==> src/rtl/led_cnt_div.sv <==
// led_cnt_div: heartbeat LED counter advanced every 2^(div_reg+1) clocks by a 32-bit prescaler.
// Optional macro LED_WALK_EN replaces the binary count with a one-hot walking pattern.
module led_cnt_div #(
    parameter int LED_W   = 4,
    parameter int DIV_RST = 24
) (
    input  logic             clk,
    input  logic             rstn,
    input  logic [4:0]       div_i,
    input  logic             wren_i,
    output logic [LED_W-1:0] led_o
);

`ifdef LED_WALK_EN
    localparam logic [LED_W-1:0] LED_RST = LED_W'(1);
`else
    localparam logic [LED_W-1:0] LED_RST = '0;
`endif

    logic [4:0]       div_reg;
    logic [31:0]      presc;
    logic [31:0]      tick_mask;
    logic             tick;
    logic [LED_W-1:0] led_cnt;
    logic [LED_W-1:0] led_next;

    // Low div_reg+1 bits set; div_reg=31 shifts the zero out and gives an all-ones mask.
    assign tick_mask = ~(32'hFFFF_FFFE << div_reg);
    assign tick      = ((presc & tick_mask) == tick_mask);

    // NOTE: combinational blocks assign every output first so no latch is inferred.
    always_comb begin
        led_next = led_cnt;
`ifdef LED_WALK_EN
        led_next = (led_cnt << 1) | (led_cnt >> (LED_W - 1));
`else
        led_next = led_cnt + LED_W'(1);
`endif
    end

    // NOTE: state flops use non-blocking assignments so every register samples pre-edge values.
    always_ff @(posedge clk or negedge rstn) begin
        if (!rstn) begin
            div_reg <= 5'(DIV_RST);
            presc   <= '0;
            led_cnt <= LED_RST;
        end else if (wren_i) begin
            // A write restarts the prescaler and swallows any tick landing on the same edge.
            div_reg <= div_i;
            presc   <= '0;
        end else begin
            presc <= presc + 32'd1;
            if (tick) begin
                led_cnt <= led_next;
            end
        end
    end

    assign led_o = led_cnt;

endmodule

==> config.mk <==
export PLATFORM = sky130hd
export DESIGN_NAME = led_cnt_div
export DESIGN_NICKNAME = d
export VERILOG_FILES = /design/src/rtl/led_cnt_div.sv
export SDC_FILE = /design/constraint.sdc
export NUM_CORES = 1
export LEC_CHECK = 0
export BUFFER_PORTS_ARGS = -buffer_cell sky130_fd_sc_hd__buf_2
export CAP_MARGIN = 20
export CORE_MARGIN = 2
export CORE_UTILIZATION = 59
export CTS_CLUSTER_DIAMETER = 200
export CTS_CLUSTER_SIZE = 25
export DETAILED_ROUTE_END_ITERATION = 7
export GPL_ROUTABILITY_DRIVEN = 0
export PLACE_DENSITY = 0.77
export SLEW_MARGIN = 20
export SYNTH_ARGS = -nofsm -noshare
export SYNTH_HDL_FRONTEND = slang
export SYNTH_SLANG_ARGS = --single-unit
==> constraint.sdc <==
create_clock -name clk -period 6.35 [get_ports clk]
set_input_delay 0.9525 -clock clk [delete_from_list [all_inputs] [get_ports clk]]
set_output_delay 0.9525 -clock clk [all_outputs]
set_load 0.1 [all_outputs]
==> qor.txt <==
Max VDD drop -> 0.0000959 V
Syn_area_per_cell -> 9.43 sq um
Syn Inst Count -> 238
Num CTS Buffers -> 5
Synth Area in Simple Gates -> 24.0%
Die height -> 65.7 um
GRT Total Usage -> 24.6%
Slack of the critical path -> 3.53 ns
Postcts setup bufs -> 0
Synth Area in Adders -> 1.11%
Worst Setup Start Kind -> primary input
Most common cell after layout, fill and taps aside -> dfrtp_1
CP required -> 6.54 ns
Clk buf depth -> 2
Max-slew violations -> 0
Most frequent cells in the layout -> dfrtp_1 (39), nor2_1 (35), nand2_1 (18), xor2_1 (17), o21ai_0 (15)
Remaining Overflow, GRT -> 0
Initial antenna violation count -> 0
Hold Path Class -> flop to flop
DRC viols -> 0
Met3 global-route usage -> 5.82%
Tcrit/Tclk final -> 44.4%
Setup CP Type -> primary input to flop
Pint -> 0.368 mW
Worst-Skew Late Latency -> 0.30 ns
Sw frac -> 25.5%
Library cells used by synthesis -> 45
Placed insts -> 287
Ports -> 12
Site row count -> 22
Total wire length -> 4.70 mm
Final net count -> 256
#FFs+latches synth -> 41
Final instance area -> 2400 sq um
Status -> complete, no violations
Clock skew -> 0.00882 ns
First-pass GRT wire length -> 8.08 mm
Net switching power -> 0.126 mW
Largest net degree at the start of global routing -> 42
Leak -> 1.01 nW
Post-synthesis mux area share -> 1.67%
YS warnings -> 0
Pre-CTS WS -> 3.21 ns
Syn Nets -> 248
Avg WL per Cell -> 16.0 um
Root Driver -> clkbuf_8
Arrival @ worst endpoint -> 3.01 ns
Area grow syn2layout -> 7.14%
Starting Density -> 61.3%
Crit Path Max Fanout -> 41
Final HPWL DP -> 3.25 mm
Post-synthesis compound-gate area fraction -> 13.4%
GR Util met1 -> 34.5%
Post-Synth XOR/XNOR Area -> 10.9%
Power share of the combinational group -> 7.9%
Most used routing layer -> met2
Clk sinks -> 41
Mapped Area -> 2240 sq um
Share of layout cells above drive strength 1 -> 11.8%
Die Span X -> 65.7 um
Largest family of logic cells by synthesized area -> simple AND/OR/NAND/NOR gates
Post-DP Area -> 2320 sq um
H-tree depth -> 2
DRT Pass-1 Iters -> 5
Setup TNS -> 0 ns
CP endpoint kind -> flop
Vias in the first global route -> 1,711
Hold Startpoint -> led_o[3]
Seq/Total Area, Yosys -> 45.8%
Max-Cap Viols -> 0
TritonCTS clock tree -> built
Fmax -> 354 MHz
Clock slew seen by the registers of the worst setup and hold paths -> 0.08 ns
GRT met2 Usage -> 37.6%
Area of the core -> 3660 sq um
Flop pwr share -> 56.6%
Reg2Reg Launch Point -> div_reg[2]
Resized cells post-CTS -> 0
Initial DRC Count -> 164
Antenna viol nets, final -> 0
Port buffer count -> 11
# setup viols final -> 0
Slew @ Worst Pin -> 0.907 ns
Final min period -> 2.82 ns
Clock share of power -> 35.5%
Die area -> 4310 sq um
Vias/cell -> 6.04
CTS Hold Bufs -> 0
P per Cell Area -> 205 nW/um^2
Worst relative slew slack -> 39.5%
Post-Layout Cell Count -> 294
Post-route core utilization -> 65.7%
Number of diodes -> 0
Vias after detailed routing -> 1,777
Crit path from -> wren_i
Max FFs per register -> 32
RSZ-0062 raised after global routing -> no
Final Hold Viols -> 0
[logic make-up (layout without fill, tap and decap cells)]
| group | after synthesis | count (layout) |
|---|---|---|
| XOR/XNOR | 28 | 28 |
| multiplexers | 3 | 3 |
| buffers and inverters | 16 | 24 |
| adder cells (fa/ha/maj) | 2 | 2 |
| AND/OR/NAND/NOR | 104 | 104 |
| flip-flops | 41 | 41 |
| AO/OA/AOI/OAI | 44 | 44 |
[power by group through the flow]
stage | clock network, mW | logic [mW] | registers, mW
2_1_floorplan | 0 | 0.0340 | 0.275
3_3_place_gp | 0 | 0.0384 | 0.284
3_5_place_dp | 0 | 0.0396 | 0.284
4_1_cts | 0.177 | 0.0398 | 0.279
5_1_grt | 0.183 | 0.0447 | 0.281
6_report | 0.175 | 0.0392 | 0.279
[synth_stat cells, drive strengths merged]
library cell | instances | share of area [%]
a2111oi | 2 | 1.6
a211oi | 1 | 0.33
a21boi | 1 | 0.33
a21oi | 8 | 1.8
a221oi | 1 | 0.39
a222oi | 1 | 0.45
a22oi | 2 | 0.67
a2bb2oi | 1 | 0.39
a31oi | 1 | 0.28
and2 | 1 | 0.28
and2b | 1 | 0.39
and3 | 7 | 2.0
and4 | 3 | 1.2
buf | 1 | 0.50
clkbuf | 10 | 1.7
dfrtp | 39 | 43
dfstp | 2 | 2.3
ha | 2 | 1.1
inv | 5 | 0.84
mux2 | 3 | 1.7
nand2 | 18 | 3.0
nand2b | 1 | 0.28
nand3 | 9 | 2.0
nand3b | 3 | 1.2
nand4 | 9 | 2.5
nand4b | 2 | 0.78
nor2 | 35 | 5.9
nor2b | 2 | 0.56
nor3 | 5 | 1.1
nor3b | 1 | 0.56
o2111ai | 2 | 0.78
o211ai | 3 | 1.0
o21a | 1 | 0.33
o21ai | 15 | 3.3
o21bai | 2 | 0.67
o221ai | 2 | 0.78
o22ai | 1 | 0.28
or3 | 6 | 1.9
or4 | 1 | 0.50
xnor2 | 11 | 4.3
xor2 | 17 | 6.6
[worst paths after layout]
path	cells past startpoint	slack (ns)	to
max	7	3.53	led_o[1]
min in group asynchronous	1	0.77	presc[29]
max in group asynchronous	1	4.99	presc[13]
min reg2reg	1	0.47	led_o[3]
max reg2reg	6	3.73	led_o[1]
min	1	0.47	led_o[3]
[worst max-delay path, stage by stage]
cell	delay (ns)
buf_2	0.34
nor2b_1	0.20
o221ai_1	0.12
or4_4	0.57
a2111oi_4	0.37
nand3b_2	0.15
mux2_4	0.31
[stage by stage]
stage	hold slack, ns	power (mW)
finish	0.473	0.494
global route	0.508	0.508
CTS	0.477	0.495
detailed placement	0.466	0.323
global placement	0.454	0.322
floorplan	0.458	0.309
[final cells by class]
type / instances / area [sq um]
timing repair buffer: 12 / 62.6
fill: 311 / 1260
multi-input combinational: 181 / 1150
clock buffer: 7 / 86.3
sequential: 41 / 1030
tap: 48 / 60.1
inverter: 5 / 18.8
[per-layer routing]
layer  vias to the layer above  wire length, um
met5                         -                0
li1                        858                -
met3                         6              239
met2                        47             2160
met4                         0               65
met1                       866             2230
(Power assumes the default switching activity.)
